<file path="src/rtl/timer_pkg.sv">
// Shared types and sizing helpers for the loadable down-counter timer.
package timer_pkg;

  typedef enum logic [1:0] {
    IDLE  = 2'd0,
    RUN   = 2'd1,
    PAUSE = 2'd2,
    DONE  = 2'd3
  } timer_state_t;

  // Wide enough to hold PRESCALE itself, never narrower than one bit.
  function automatic int presc_width(input int prescale);
    return (prescale < 1) ? 1 : $clog2(prescale + 1);
  endfunction

  localparam int DEFAULT_PRESCALE = 1;
  localparam int DEFAULT_PRESC_W  = presc_width(DEFAULT_PRESCALE);

endpackage

</file>
<file path="src/rtl/tick_prescaler.sv">
// Divides clk by PRESCALE while enabled; tick is the enabled terminal count.
module tick_prescaler
  import timer_pkg::*;
#(
  parameter int PRESCALE = DEFAULT_PRESCALE
) (
  input  logic clk,
  input  logic reset,
  input  logic en,
  input  logic clear,
  output logic tick
);

  localparam int            W    = presc_width(PRESCALE);
  localparam logic [W-1:0]  LAST = W'(PRESCALE - 1);

  logic [W-1:0] r_cnt;

  assign tick = en && (r_cnt == LAST);

  // NOTE: sequential state uses non-blocking assignments so every flop samples pre-edge values.
  always_ff @(posedge clk or negedge reset) begin
    if (!reset) begin
      r_cnt <= '0;
    end else if (clear || tick) begin
      r_cnt <= '0;
    end else if (en) begin
      r_cnt <= r_cnt + W'(1);
    end
  end

endmodule

</file>
<file path="src/rtl/down_counter_timer.sv">
// Loadable down-counter timer with pause, expiry pulse/level and optional auto-reload.
module down_counter_timer
  import timer_pkg::*;
#(
  parameter int WIDTH       = 4,
  parameter int PRESCALE    = 1,
  parameter bit AUTO_RELOAD = 1'b0
) (
  input  logic             clk,
  input  logic             reset,
  input  logic             load,
  input  logic [WIDTH-1:0] load_value,
  input  logic             start,
  input  logic             stop,
  output logic [WIDTH-1:0] count,
  output logic             running,
  output logic             done,
  output logic             expired
);

  timer_state_t     r_state;
  logic [WIDTH-1:0] r_count;
  logic [WIDTH-1:0] r_reload;
  logic             r_done;

  logic w_en;
  logic w_clear;
  logic w_tick;

  // The prescaler only advances on cycles where the FSM actually stays in RUN.
  assign w_en    = (r_state == RUN) && !load && !stop;
  assign w_clear = load ||
                   (!stop && start &&
                    (((r_state == IDLE) && (r_count != '0)) ||
                     ((r_state == DONE) && (r_reload != '0))));

  tick_prescaler #(
    .PRESCALE (PRESCALE)
  ) u_prescaler (
    .clk   (clk),
    .reset (reset),
    .en    (w_en),
    .clear (w_clear),
    .tick  (w_tick)
  );

  always_ff @(posedge clk or negedge reset) begin
    if (!reset) begin
      r_state  <= IDLE;
      r_count  <= '0;
      r_reload <= '0;
      r_done   <= 1'b0;
    end else begin
      r_done <= 1'b0;
      if (load) begin
        r_count  <= load_value;
        r_reload <= load_value;
        r_state  <= IDLE;
      end else if (stop) begin
        if (r_state == RUN) r_state <= PAUSE;
      end else begin
        case (r_state)
          IDLE: begin
            if (start) begin
              if (r_count == '0) begin
                r_state <= DONE;
                r_done  <= 1'b1;
              end else begin
                r_state <= RUN;
              end
            end
          end
          PAUSE: begin
            if (start) r_state <= RUN;
          end
          DONE: begin
            if (start && (r_reload != '0)) begin
              r_count <= r_reload;
              r_state <= RUN;
            end
          end
          RUN: begin
            if (w_tick) begin
              if (r_count > WIDTH'(1)) begin
                r_count <= r_count - WIDTH'(1);
              end else if (r_count == WIDTH'(1)) begin
                r_count <= '0;
                r_done  <= 1'b1;
                if (!AUTO_RELOAD) r_state <= DONE;
              end else begin
                // Zero is held for one full tick before the auto-reload.
                r_count <= r_reload;
              end
            end
          end
          default: r_state <= IDLE;
        endcase
      end
    end
  end

  assign count   = r_count;
  assign done    = r_done;
  assign running = (r_state == RUN);
  assign expired = (r_state == DONE);

endmodule

</file>
<file path="config.mk">
export PLATFORM = sky130hd
export DESIGN_NAME = down_counter_timer
export DESIGN_NICKNAME = d
export VERILOG_FILES = /design/src/rtl/timer_pkg.sv /design/src/rtl/tick_prescaler.sv /design/src/rtl/down_counter_timer.sv
export SDC_FILE = /design/constraint.sdc
export NUM_CORES = 1
export LEC_CHECK = 0
export ABC_AREA = 1
export CORE_MARGIN = 2
export CORE_UTILIZATION = 55
export DETAILED_ROUTE_END_ITERATION = 7
export PLACE_DENSITY = 0.92
export REMOVE_ABC_BUFFERS = 1
export SYNTH_ARGS = -nofsm -noshare
export SYNTH_HDL_FRONTEND = slang
export SYNTH_SLANG_ARGS = --single-unit
</file>
<file path="constraint.sdc">
create_clock -name clk -period 2.5 [get_ports clk]
set_clock_uncertainty 0.1 [all_clocks]
set_input_delay 0.375 -clock clk [delete_from_list [all_inputs] [get_ports clk]]
set_output_delay 0.375 -clock clk [all_outputs]
set_load 0.01 [all_outputs]
</file>
# Word-level counts from Yosys, hierarchy flattened
# Cells that the tools add are included.
# op_classes
addsub	2
magnitude_cmp	1
eq_ne	14
mux	28
bitwise_logic	1
reduce_logical	21
# op_table
op	count
$mux 4	6
$mux 2	10
$ne 4x3->1 const B	3
$ne 4x4->1 const B	3
$mux 1	9
$ne 3x2->1 const B	3
$logic_and 1x1->1	8
$pmux 2 s4	1
$pmux 4 s2	1
$reduce_bool 4->1	2
$reduce_and 7->1	1
$eq 2x2->1 const B	2
$eq 4x1->1 const B	1
$gt 4x1->1 const B	1
$logic_not 4->1	1
$reduce_and 4->1	1
$sub 4x1->4 const B	1
$logic_or 1x1->1	3
$reduce_bool 3->1	1
$eq 2x1->1 const B	1
$logic_not 1->1	2
$logic_not 2->1	1
$ne 2x2->1 const B	1
$pmux 1 s2	1
other kinds (3)	3
# word_totals
ff_bits	12
inputBits	9
output_inout_bits	7
elab_cells	72

# Depth between registers and ports, before layout
# logic_depth
ltp_word	8
mapped_depth	9
mapped_depth_nobuf	9

# Cells and area by module
# A second synthesis with hierarchy kept.
# hier_totals
cells_unflattened	133
hier_area_um2	838.3
# by_module_without_submodules
module	n_inst	cells_each	area_each_um2	seq_area_each_um2
down_counter_timer	1	128	795.8	275.3
tick_prescaler	1	5	42.5	25.0

# Worst setup path before layout
# OpenSTA, ideal clock, no wires.
# synth_timing
kind	register to register
start	register r_count[0], in the netlist count[0]
end	register r_count[3], in the netlist count[3]
setup_ns	0.117
t_arrival_ns	1.200
required_time_ns	2.283
setup_slack_ns	1.083
path_stages_with_launch	9
path_buffers	0
synth_period_minus_slack_ns	1.417
path_cell_list	dfrtp_1 inv_1 ha_1 nand3_1 nand2_1 a21oi_1 nand2_1 nand2_1 nand2_1
# synth_between
elab_chain_len	7
word_cells_on_any_way	9
cone_classes	1 x add/sub; 1 x order compare; 1 x eq/ne; 6 x mux
# synth_lines
item	line	source
start, declared	down_counter_timer.sv:22	logic [WIDTH-1:0] r_count;
start signal, assigned	down_counter_timer.sv:56	r_count <= load_value;
start signal, assigned	down_counter_timer.sv:78	r_count <= r_reload;
start signal, assigned	down_counter_timer.sv:85	r_count <= r_count - WIDTH'(1);
parallel branches: the longest is 2 deep, another holds $sub 4x1->4	n/a	
$mux 4 *	down_counter_timer.sv:84	if (r_count > WIDTH'(1)) begin
$mux 4 *	down_counter_timer.sv:83	if (w_tick) begin
$pmux 4 s2 *	down_counter_timer.sv:62	case (r_state)
$mux 4 *	down_counter_timer.sv:59	end else if (stop) begin
$mux 4 *	down_counter_timer.sv:55	if (load) begin
# Mark *: on every way between the ends. The select of a mux whose other input is x is not followed.
# A chain may end at the register's enable or synchronous reset.

# Worst setup path after layout
# layout_timing
start	register r_state[1]
end	output running
# layout_between
elab_chain_len	1
# layout_lines
item	line	source
start, declared	down_counter_timer.sv:21	timer_state_t r_state;
start signal, assigned	down_counter_timer.sv:49	r_state <= IDLE;
start signal, assigned	down_counter_timer.sv:58	r_state <= IDLE;
start signal, assigned	down_counter_timer.sv:60	if (r_state == RUN) r_state <= PAUSE;
$eq 2x1->1	down_counter_timer.sv:104	assign running = (r_state == RUN);
end, declared	down_counter_timer.sv:16	output logic running,
# No other way between the ends.

==> reports/metrics.yaml <==
cts_tree: "built"
antenna_cells: 0
yosysTopAreaCellShare_pct: 33.0
ff_latch_area_um2: 300
cts_resized: 0
p_leak_nw: 0.574
r2r_start: "count[0]"
die_w_um: 44.7
path_class: "reg -> out"
met3WireLength_um: 160
period_needed_ns: 2.04
swShare_pct: 43.0
drt-vias-per-instance: 5.73
clk_pin_slew_ns: 0.08
cts.sinks: 12
cts_buffers: 3
ff2ff_setup_slack_ns: 0.82
layout_commonest_cell: "nand2_1"
wl_met2_um: 1000
die-area_um2: 1990
place_inst: 159
worstPathMaxFanout: 10
avgSynthCellArea_um2: 7.05
ios: 16
status: "completed"
initial_utilization_pct: 59.7
synth.ff_latch_count: 12
clockPowerShare_pct: 16.3
drive_gt1_share_pct: 17.8
track_usage_pct: 25.1
syn_to_final_growth_pct: 20.4
slew_headroom_pct: 61.9
dpl_cell_area_um2: 1070
initialDrtViolationCount: 39
grt_pass1_wl_um: 3590
met1_length_um: 869
route.detailed.drc: 0
fin_total_pwr_uw: 758
gp_congestion: 0.839
clk_latency_ns: 0.28
p_comb_share_pct: 47.6
portBuffers: 15
core_um2: 1520
ir_drop_v: 0.000355
die_h_um: 44.7
drv_slew: 0
crit_required_ns: 2.03
max_freq_mhz: 490
period_share_pct: 81.7
hold_path_class: "in -> async"
row_count: 14
final_cell_mix: "nand2_1, clkdlybuf4s50_1, inv_1, dfrtp_1, nor2_1"
yosys.area.top_type: "dfrtp_1"
cts-root-buf: "clkbuf_4"
overflow: 0
fin_nets: 159
r2r_end: "count[3]"
h-tree-depth: 1
synth-seq-area-share_pct: 33.0
reg2regPathDepth: 8
p_per_area_nw_per_um2: 692
nFillCells: 128
fin_tns_setup_ns: 0
post_drt_wl_per_cell_um: 13.0
switching_power_uw: 326
routed_wl_um: 2110
rsz0062_at_grt: "no"
design_area_um2: 1090
grt_pass1_vias: 833
postCtsHoldBufs: 0
num_vias: 929
crit_path_start_kind: "register"
cts_buffer_depth: 2
netlist_area_um2: 910
drv_cap: 0
yosys_warnings: 0
top_layer: "met4"
detail-route-antenna-nets: 0
fin_util_pct: 71.8
firstDrtPassIters: 5
hold_viol_final: 0
postCtsSetupRepairBufs: 0
arrival_ns: 1.57
ys_types: 27
grt_max_degree: 16
instances_no_fill: 162
internal_power_uw: 432
synth_area_leaders: "dfrtp_1, nand2_1, nand3_1"
antenna_found_initial: 0
multiInputGateArea_um2: 519
endpoint_kind: "output port"
seq_power_share_pct: 36.1
syn_inst: 129
dp_hpwl_um: 1630
setup_viol: 0
worstMarginPinSlew_ns: 0.569
==> synth_stat cells <==
master,n
a21oi_1,4
a31oi_1,1
buf_4,1
clkinv_1,1
dfrtp_1,12
ha_1,2
inv_1,12
inv_2,4
inv_4,3
nand2_1,41
nand2_2,3
nand2_4,2
nand3_1,9
nand3_2,2
nand3b_1,1
nand4_1,3
nor2_1,11
nor2_2,3
nor2_4,1
nor2_8,1
nor3_1,1
nor3_4,1
o211ai_2,1
o21ai_0,5
o21ai_1,1
o21ai_2,2
xor2_1,1
==> logic make-up after synthesis <==
family                   after synthesis  share of synthesized area (%)
AND/OR/NAND/NOR                       79                           43.9
XOR/XNOR                               1                          0.963
adder cells (fa/ha/maj)                2                           2.75
AO/OA/AOI/OAI                         14                           9.49
flip-flops                            12                           33.0
buffers and inverters                 21                           9.90
==> worst max-delay path, stage by stage, from the launching register on <==
cell and delay [ns]:
dfrtp_1 0.41, inv_2 0.10, nand2_2 0.10, inv_4 0.13, clkdlybuf4s50_1 0.55
==> final cells by class <==
| class | instances | area share (%) |
|---|---|---|
| multi-input combinational | 96 | 47.4 |
| sequential | 12 | 27.4 |
| timing repair buffer | 15 | 13.7 |
| inverter | 20 | 7.54 |
| clock buffer | 3 | 2.06 |
| tap | 16 | 1.83 |
==> flip-flops by register name, summed over array words and instances, names as in the netlist <==
signal             cells
r_reload               4
r_state                2
u_prescaler.r_cnt      1
done                   1
count                  4
==> layer usage <==
layer  track usage [%]  vias up
met5                 0        -
met4              12.7        0
met3              3.67       13
met2              41.2       52
met1              31.6      423
li1                  -      441
==> stage by stage <==
| stage | worst slack, ns | hold WS [ns] |
|---|---|---|
| after floorplan | 1.08 | -0.0206 |
| after global placement | 0.520 | 0.404 |
| after detailed placement | 0.452 | 0.413 |
| after CTS | 0.465 | 0.381 |
| after global routing | 0.416 | 0.417 |
| final | 0.457 | 0.357 |
==> how the worst max path moves through the flow <==
stage          slack (ns)        from         end
6_report             0.46  r_state[1]     running
5_1_grt              0.42  r_state[1]     running
4_1_cts              0.46  r_state[1]     running
3_5_place_dp         0.45        load  r_state[0]
3_3_place_gp         0.52        load  r_state[0]
2_1_floorplan        1.08    count[0]    count[3]
==> power groups by stage <==
stage                     clock network (mW)  registers (mW)  logic, mW
after global placement                     0           0.274      0.343
after global routing                   0.130           0.280      0.402
after floorplan                            0           0.279      0.229
after CTS                              0.125           0.273      0.358
final                                  0.124           0.273      0.361
after detailed placement                   0           0.277      0.354
Note: power is estimated with default switching activity, not from simulation.
